`src/rtl/rv_pipe_pkg.sv`:
```
// Shared definitions for the 3-stage RISC-V pipeline: sequencing states,
// major opcode constants and small decode helpers.
package rv_pipe_pkg;

  localparam int XLEN = 32;

  localparam logic [4:0] OP_LOAD   = 5'b00000;
  localparam logic [4:0] OP_OP_IMM = 5'b00100;
  localparam logic [4:0] OP_STORE  = 5'b01000;
  localparam logic [4:0] OP_OP     = 5'b01100;
  localparam logic [4:0] OP_BRANCH = 5'b11000;
  localparam logic [4:0] OP_JAL    = 5'b11011;

  typedef enum logic [1:0] {
    RUN      = 2'd0,
    LD_STALL = 2'd1,
    BR_FLUSH = 2'd2,
    MEM_WAIT = 2'd3
  } pipe_state_e;

  // True when a destination register feeds either source operand.
  function automatic logic reg_match(input logic [4:0] rd,
                                     input logic [4:0] rs1,
                                     input logic [4:0] rs2);
    return (rd == rs1) | (rd == rs2);
  endfunction

endpackage

```
`src/rtl/sat_counter.sv`:
```
// Saturating up-counter for debug event statistics; sticks at all-ones.
module sat_counter #(
  parameter int CNT_W = 16
) (
  input  logic             clk,
  input  logic             rst,
  input  logic             srst,
  input  logic             inc,
  output logic [CNT_W-1:0] count
);

  localparam logic [CNT_W-1:0] CNT_MAX = {CNT_W{1'b1}};
  localparam logic [CNT_W-1:0] CNT_ONE = {{(CNT_W-1){1'b0}}, 1'b1};

  logic [CNT_W-1:0] count_r;

  // Count events, holding at the maximum instead of wrapping
  always_ff @(posedge clk or posedge rst) begin
    if (rst) begin
      count_r <= {CNT_W{1'b0}};
    end else if (srst) begin
      count_r <= {CNT_W{1'b0}};
    end else if (inc && (count_r != CNT_MAX)) begin
      count_r <= count_r + CNT_ONE;
    end else begin
      count_r <= count_r;
    end
  end

  assign count = count_r;

endmodule

```
`src/rtl/pipe_hazard_ctrl.sv`:
```
// Pipeline sequencing controller: load-use stalls, taken-branch redirect and
// flush, data-memory freeze, and saturating stall/flush debug counters.
module pipe_hazard_ctrl #(
  parameter int XLEN         = rv_pipe_pkg::XLEN,
  parameter int FLUSH_CYCLES = 1,
  parameter int CNT_W        = 16
) (
  input  logic             clk,
  input  logic             rst,
  input  logic             id_valid,
  input  logic [4:0]       id_rs1_addr,
  input  logic [4:0]       id_rs2_addr,
  input  logic             ex_valid,
  input  logic             ex_is_load,
  input  logic [4:0]       ex_rd_addr,
  input  logic             br_taken,
  input  logic [XLEN-1:0]  br_target,
  input  logic             mem_busy,
  output logic             stall,
  output logic             condn_flag,
  output logic [XLEN-1:0]  adder,
  output logic             flush_id,
  output logic [CNT_W-1:0] stall_cnt,
  output logic [CNT_W-1:0] flush_cnt
);

  import rv_pipe_pkg::*;

  localparam logic [1:0] FLUSH_LEFT = 2'(FLUSH_CYCLES - 1);

  pipe_state_e     state_r, state_nx_s, ret_state_r, ret_nx_s, cur_s;
  logic [1:0]      left_r, left_nx_s;
  logic            stall_q_r, stall_q_nx_s;
  logic            condn_r, condn_nx_s;
  logic            flush_r, flush_nx_s;
  logic            pend_r, pend_nx_s;
  logic [XLEN-1:0] adder_r, adder_nx_s;
  logic [XLEN-1:0] pend_tgt_r, pend_tgt_nx_s;
  logic [XLEN-1:0] redir_tgt_s;
  logic            load_use_s, br_hit_s, redirect_s;
  logic            stall_s, flush_inc_s;

  // Effective sequencing state (frozen one while waiting) and hazard terms
  always_comb begin
    if (state_r == MEM_WAIT) begin
      cur_s = ret_state_r;
    end else begin
      cur_s = state_r;
    end
    load_use_s = id_valid & ex_valid & ex_is_load & (ex_rd_addr != 5'd0)
               & reg_match(ex_rd_addr, id_rs1_addr, id_rs2_addr);
    br_hit_s   = ex_valid & br_taken;
    redirect_s = br_hit_s | pend_r;
    if (br_hit_s) begin
      redir_tgt_s = br_target;
    end else begin
      redir_tgt_s = pend_tgt_r;
    end
  end

  // Next-state and next-output decode
  always_comb begin
    state_nx_s    = state_r;
    ret_nx_s      = ret_state_r;
    left_nx_s     = left_r;
    stall_q_nx_s  = 1'b0;
    condn_nx_s    = 1'b0;
    flush_nx_s    = 1'b0;
    adder_nx_s    = adder_r;
    pend_nx_s     = pend_r;
    pend_tgt_nx_s = pend_tgt_r;

    if (mem_busy) begin
      state_nx_s   = MEM_WAIT;
      stall_q_nx_s = stall_q_r;
      flush_nx_s   = flush_r;
      if (condn_r) begin
        // Fetch was stalled while the redirect strobe was up: replay it later
        ret_nx_s      = RUN;
        left_nx_s     = 2'd0;
        pend_nx_s     = 1'b1;
        pend_tgt_nx_s = adder_r;
      end else if (br_hit_s && (cur_s != BR_FLUSH)) begin
        ret_nx_s      = cur_s;
        pend_nx_s     = 1'b1;
        pend_tgt_nx_s = br_target;
      end else begin
        ret_nx_s = cur_s;
      end
    end else begin
      case (cur_s)
        RUN, LD_STALL: begin
          if (redirect_s) begin
            state_nx_s = BR_FLUSH;
            condn_nx_s = 1'b1;
            flush_nx_s = 1'b1;
            adder_nx_s = redir_tgt_s;
            left_nx_s  = FLUSH_LEFT;
            pend_nx_s  = 1'b0;
          end else if (load_use_s && (cur_s == RUN)) begin
            state_nx_s   = LD_STALL;
            stall_q_nx_s = 1'b1;
            flush_nx_s   = 1'b1;
          end else begin
            state_nx_s = RUN;
          end
        end
        BR_FLUSH: begin
          if (left_r != 2'd0) begin
            state_nx_s = BR_FLUSH;
            flush_nx_s = 1'b1;
            left_nx_s  = left_r - 2'd1;
          end else begin
            state_nx_s = RUN;
          end
        end
        default: begin
          state_nx_s = RUN;
        end
      endcase
    end
  end

  // State and registered control outputs
  always_ff @(posedge clk or posedge rst) begin
    if (rst) begin
      state_r     <= RUN;
      ret_state_r <= RUN;
      left_r      <= 2'd0;
      stall_q_r   <= 1'b0;
      condn_r     <= 1'b0;
      flush_r     <= 1'b0;
      adder_r     <= {XLEN{1'b0}};
      pend_r      <= 1'b0;
      pend_tgt_r  <= {XLEN{1'b0}};
    end else begin
      state_r     <= state_nx_s;
      ret_state_r <= ret_nx_s;
      left_r      <= left_nx_s;
      stall_q_r   <= stall_q_nx_s;
      condn_r     <= condn_nx_s;
      flush_r     <= flush_nx_s;
      adder_r     <= adder_nx_s;
      pend_r      <= pend_nx_s;
      pend_tgt_r  <= pend_tgt_nx_s;
    end
  end

  // mem_busy must hold fetch in the very cycle it is raised
  assign stall_s     = stall_q_r | mem_busy;
  assign flush_inc_s = condn_r & ~mem_busy;

  assign stall      = stall_s;
  assign condn_flag = condn_r;
  assign adder      = adder_r;
  assign flush_id   = flush_r;

  sat_counter #(.CNT_W(CNT_W)) u_stall_cnt (
    .clk   (clk),
    .rst   (rst),
    .srst  (1'b0),
    .inc   (stall_s),
    .count (stall_cnt)
  );

  sat_counter #(.CNT_W(CNT_W)) u_flush_cnt (
    .clk   (clk),
    .rst   (rst),
    .srst  (1'b0),
    .inc   (flush_inc_s),
    .count (flush_cnt)
  );

endmodule

```
`config.mk`:
```
export PLATFORM = sky130hd
export DESIGN_NAME = pipe_hazard_ctrl
export DESIGN_NICKNAME = d
export VERILOG_FILES = /design/src/rtl/rv_pipe_pkg.sv /design/src/rtl/sat_counter.sv /design/src/rtl/pipe_hazard_ctrl.sv
export SDC_FILE = /design/constraint.sdc
export NUM_CORES = 1
export LEC_CHECK = 0
export ABC_AREA = 1
export BUFFER_PORTS_ARGS = -buffer_cell sky130_fd_sc_hd__buf_2
export CELL_PAD_IN_SITES_DETAIL_PLACEMENT = 0
export CELL_PAD_IN_SITES_GLOBAL_PLACEMENT = 1
export CORE_MARGIN = 2
export CORE_UTILIZATION = 37
export CTS_BUF_LIST = sky130_fd_sc_hd__clkbuf_2 sky130_fd_sc_hd__clkbuf_4 sky130_fd_sc_hd__clkbuf_8
export DETAILED_ROUTE_END_ITERATION = 7
export HOLD_SLACK_MARGIN = 0.15
export PLACE_DENSITY = 0.88
export SLEW_MARGIN = 20
export SYNTH_ARGS = -nofsm -noshare
export SYNTH_HDL_FRONTEND = slang
export SYNTH_HIERARCHICAL = 1
export SYNTH_SLANG_ARGS = --single-unit
```
`constraint.sdc`:
```
create_clock -name clk -period 2.5 [get_ports clk]
set_input_delay 0.5 -clock clk [delete_from_list [all_inputs] [get_ports clk]]
set_output_delay 0.5 -clock clk [all_outputs]
set_load 0.02 [all_outputs]
```
==> impl_summary.md <==
Final layout
The area taken by flip-flops and latches is around 0.0027 sq mm. The count of fill cells added during filler insertion is between 1,500 and 2,000. The multi-input combinational cells in the finished layout cover a total of around 0.0029 sq mm.

The post-route netlist has a little under a fifth of its cells at a drive strength greater than 1. Once layout is complete, the cells apart from fillers number 1,181. The number of nets in the layout is approximately 1,000. The synthesis-to-finish area growth is 17.0%. The share of the core filled with cells is around 44%.

Setup path
On the worst path, the slowest cell contributes a delay of roughly 370 ps. The largest driver fanout on the critical path is 33. The signal on the critical path passes through buf_4 > buf_2. Counting both buffers and inverters, the worst setup path holds a total of 2. The nature of the critical path startpoint is a flop. The critical setup path kind is flop to output pin. The cell at the slowest stage of the critical path is sky130_fd_sc_hd__dfrtp_1. The arrival time at the worst endpoint is approximately 1400 ps.

Among cell families on the critical path, the largest total delay comes from buffers and inverters. STA puts the critical path data required time at roughly 2000 ps. STA classifies the critical path endpoint as an output pin.

Clock tree
The clock buffer count from CTS is 9. Post-CTS repair changed the size of 0 cells. TritonCTS built the clock tree. The H-tree was split into 3 levels. The buffers inserted during post-CTS setup optimization is 0. The clock passes through at most 2 buffers. In this run, post-CTS hold repair placed 0 buffers. The clock network latency to the later pin of the worst-skew pair is just under 400 ps.

CTS saw between 100 and 150 sinks. After clock tree synthesis, the clock-pin slew on the worst setup and hold paths is 110 ps. The clock root buffer master is sky130_fd_sc_hd__clkbuf_8.

Timing
The final critical path takes up ~75% of the cycle. At the pin with the least slew margin, the transition time is between 600 and 700 ps. The count of final hold-check violations is 0. The clock skew after layout is 8.95 ps.

The worst hold slack is 201 ps. Based on the critical path, the design can be clocked at up to 0.532 GHz. The number of setup violations in the final report is 0. The count of pins over their slew limit is 0. The summed negative setup slack over all endpoints is 0 ps. The slack of the critical path is 621 ps.

Setup repair after global routing left no endpoint under its margin. The time the worst path needs with I/O delays and setup is approximately 1900 ps. The headroom to the max-slew limit is between 50 and 60%.

Synth
The average instance in the mapped netlist occupies 7.01 sq um. Yosys mapped the design onto 34 distinct sky130hd cell types. The prevailing post-synth register cell is sky130_fd_sc_hd__dfrtp_1. The yosys synthesis warning count is 6. The area of the mapped netlist is 0.00591 sq mm.

The sequential-to-total area share from yosys stat is 44.9%. The proportion of synthesized flip-flops having asynchronous set or reset is 100%. In this run, synthesis inferred 0 flip-flops with an integrated enable. In this run, synthesis produced a sequential element count of 106. Synthesis produced about 840 cells.

Floorplan
The cell row count is 46. The placeable core region is approximately 0.016 sq mm. The die is 130 um wide. The number of placed I/O pins is around 120. Measured along the y axis, the die boundary spans ~130 um. Once the floorplan was initialized, standard cells occupied between 30% and 40% of the core.

The die covers 0.0170 sq mm.

Flow run
The max capacitance violation total is 0.

Global route
The via count of the first global-routing pass is 4,969. Entering global routing, the biggest net connects between 70 and 80 pins. The remaining global-route overflow is 0. The first global-routing pass estimated about 25,000 um of wire. The total global-route track usage is 18.6%.

The initial antenna violation count came to 3.

Power
For this design the static power due to leakage is 3.81 nW. Across the VDD grid, the largest voltage drop is between 500 and 600 uV. In this run the power density over the cells is roughly 840 mW/mm^2.

Run status
The flow ran to the end, and the final reports show no timing, DRC or antenna violations.

Route
The violation count after the first detailed-route iteration is 392. The average wire per standard cell is between 10 and 15 um. The number of DRC violations after detailed routing is 0. The remaining antenna violation count after routing is 0.

Dividing the detail-routed via count by the number of cells gives ~4.7. The first-pass detailed-route iteration total is 5. The total via count in the routed design is 5,537. After detailed routing, the total wire length is roughly 15,000 um.

Placed design
The quantity of I/O buffers inserted on ports is between 100 and 150. The half-perimeter wire length after placement is between 10,000 and 15,000 um. Before CTS, the worst setup slack after placement is between 500 and 600 ps.

The final RePlAce weighted congestion is 0.862. After detailed placement, the design holds a cell count of 1,164.

Worst hold path
The worst hold path belongs to the class primary input to asynchronous set/reset pin.
-- cells in the mapped netlist, types with 4 or more instances --
cell type	instances	share of area, %
sky130_fd_sc_hd__nor2_2	5	0.53
sky130_fd_sc_hd__nand2_1	428	27
sky130_fd_sc_hd__clkbuf_1	10	0.64
sky130_fd_sc_hd__buf_4	5	0.64
sky130_fd_sc_hd__xnor2_1	6	0.89
sky130_fd_sc_hd__o21ai_0	5	0.42
sky130_fd_sc_hd__nand4_1	24	2.5
sky130_fd_sc_hd__nor2_1	73	4.6
sky130_fd_sc_hd__a31oi_1	32	3.4
sky130_fd_sc_hd__dfrtp_1	106	45
sky130_fd_sc_hd__inv_2	6	0.38
sky130_fd_sc_hd__buf_1	5	0.32
sky130_fd_sc_hd__inv_1	55	3.5
sky130_fd_sc_hd__nand3_1	29	2.5
sky130_fd_sc_hd__xor2_1	4	0.59
sky130_fd_sc_hd__nand3b_1	5	0.64
sky130_fd_sc_hd__buf_2	9	0.76
sky130_fd_sc_hd__nor2_4	6	1.1
sky130_fd_sc_hd__nor3_1	4	0.34
-- flip-flops by register name (all words and copies together) (netlist names) --
signal	flops
stall_q_r	1
u_stall_cnt/count	16
pend_r	1
pend_tgt_r	32
left_r	2
ret_state_r	2
flush_id	1
u_flush_cnt/count	16
condn_flag	1
state_r	2
adder	32
-- cells by family (layout without fill, tap and decap cells) --
group                      after synthesis  count (layout)  share of synthesized area [%]
AOI/OAI and AO/OA                       45              45                           4.96
xor gates and xnor gates                10              10                           1.48
adders and majority gates                3               3                          0.635
buffers and inverters                   96             209                           7.01
DFF                                    106             106                           44.9
other                                    1              10                         0.0635
and+or+nand+nor                        582             582                           41.0
-- metrics by stage --
stage               instance area, sq um  power (mW)
finish                              6910        5.81
global route                        6910        6.28
CTS                                 6910        5.88
detailed placement                  6730        4.82
global placement                    6730        4.78
floorplan                           5930        4.12
-- routing by layer --
metal | global-route usage [%] | part of all wire, %
met1 | 26.5 | 49
met2 | 28.4 | 44
met3 | 4.88 | 6.2
met4 | 4.26 | 0.71
met5 | 0 | 0.18
-- report_power, final --
group | internal, mW | switching [mW]
sequential | 2.27 | 0.407
clock | 0.401 | 0.630
combinational | 0.724 | 1.37
-- final timing paths --
path,from,end,slack [ps],cells after the start
min in group clk,br_target[14],adder[14],370,3
max in group asynchronous,rst,u_stall_cnt/count[8],1860,2
hold reg to reg,pend_tgt_r[28],pend_tgt_r[28],480,2
setup reg to reg,u_stall_cnt/count[0],u_stall_cnt/count[6],680,9
hold / removal,rst,adder[6],200,3
setup / recovery,condn_flag,condn_flag,620,2
-- final cells by class --
class,count,share of cell area [%]
antenna,2,0.0724
clock buffer,10,1.99
clock inverter,5,0.615
inverter,63,3.44
multi-input combinational,648,41.5
sequential,106,38.4
tap,216,3.91
timing repair buffer,131,10.1
-- cells in the final DEF (no fill, tap or decap), types with 6 or more instances in the layout --
master,Yosys,routed
sky130_fd_sc_hd__nand2_1,428,428
sky130_fd_sc_hd__buf_2,9,120
sky130_fd_sc_hd__dfrtp_1,106,106
sky130_fd_sc_hd__nor2_1,73,73
sky130_fd_sc_hd__inv_1,55,54
sky130_fd_sc_hd__a31oi_1,32,32
sky130_fd_sc_hd__nand3_1,29,29
sky130_fd_sc_hd__nand4_1,24,24
sky130_fd_sc_hd__clkbuf_8,0,10
sky130_fd_sc_hd__buf_4,5,10
sky130_fd_sc_hd__conb_1,1,8
sky130_fd_sc_hd__nor2_4,6,7
sky130_fd_sc_hd__inv_2,6,6
sky130_fd_sc_hd__xnor2_1,6,6
-- worst min-delay path: cells and delay by family --
family | cells | cell delay [ps]
buffers and inverters | 3 | 510
No activity file was read; power rests on OpenSTA's default activity.
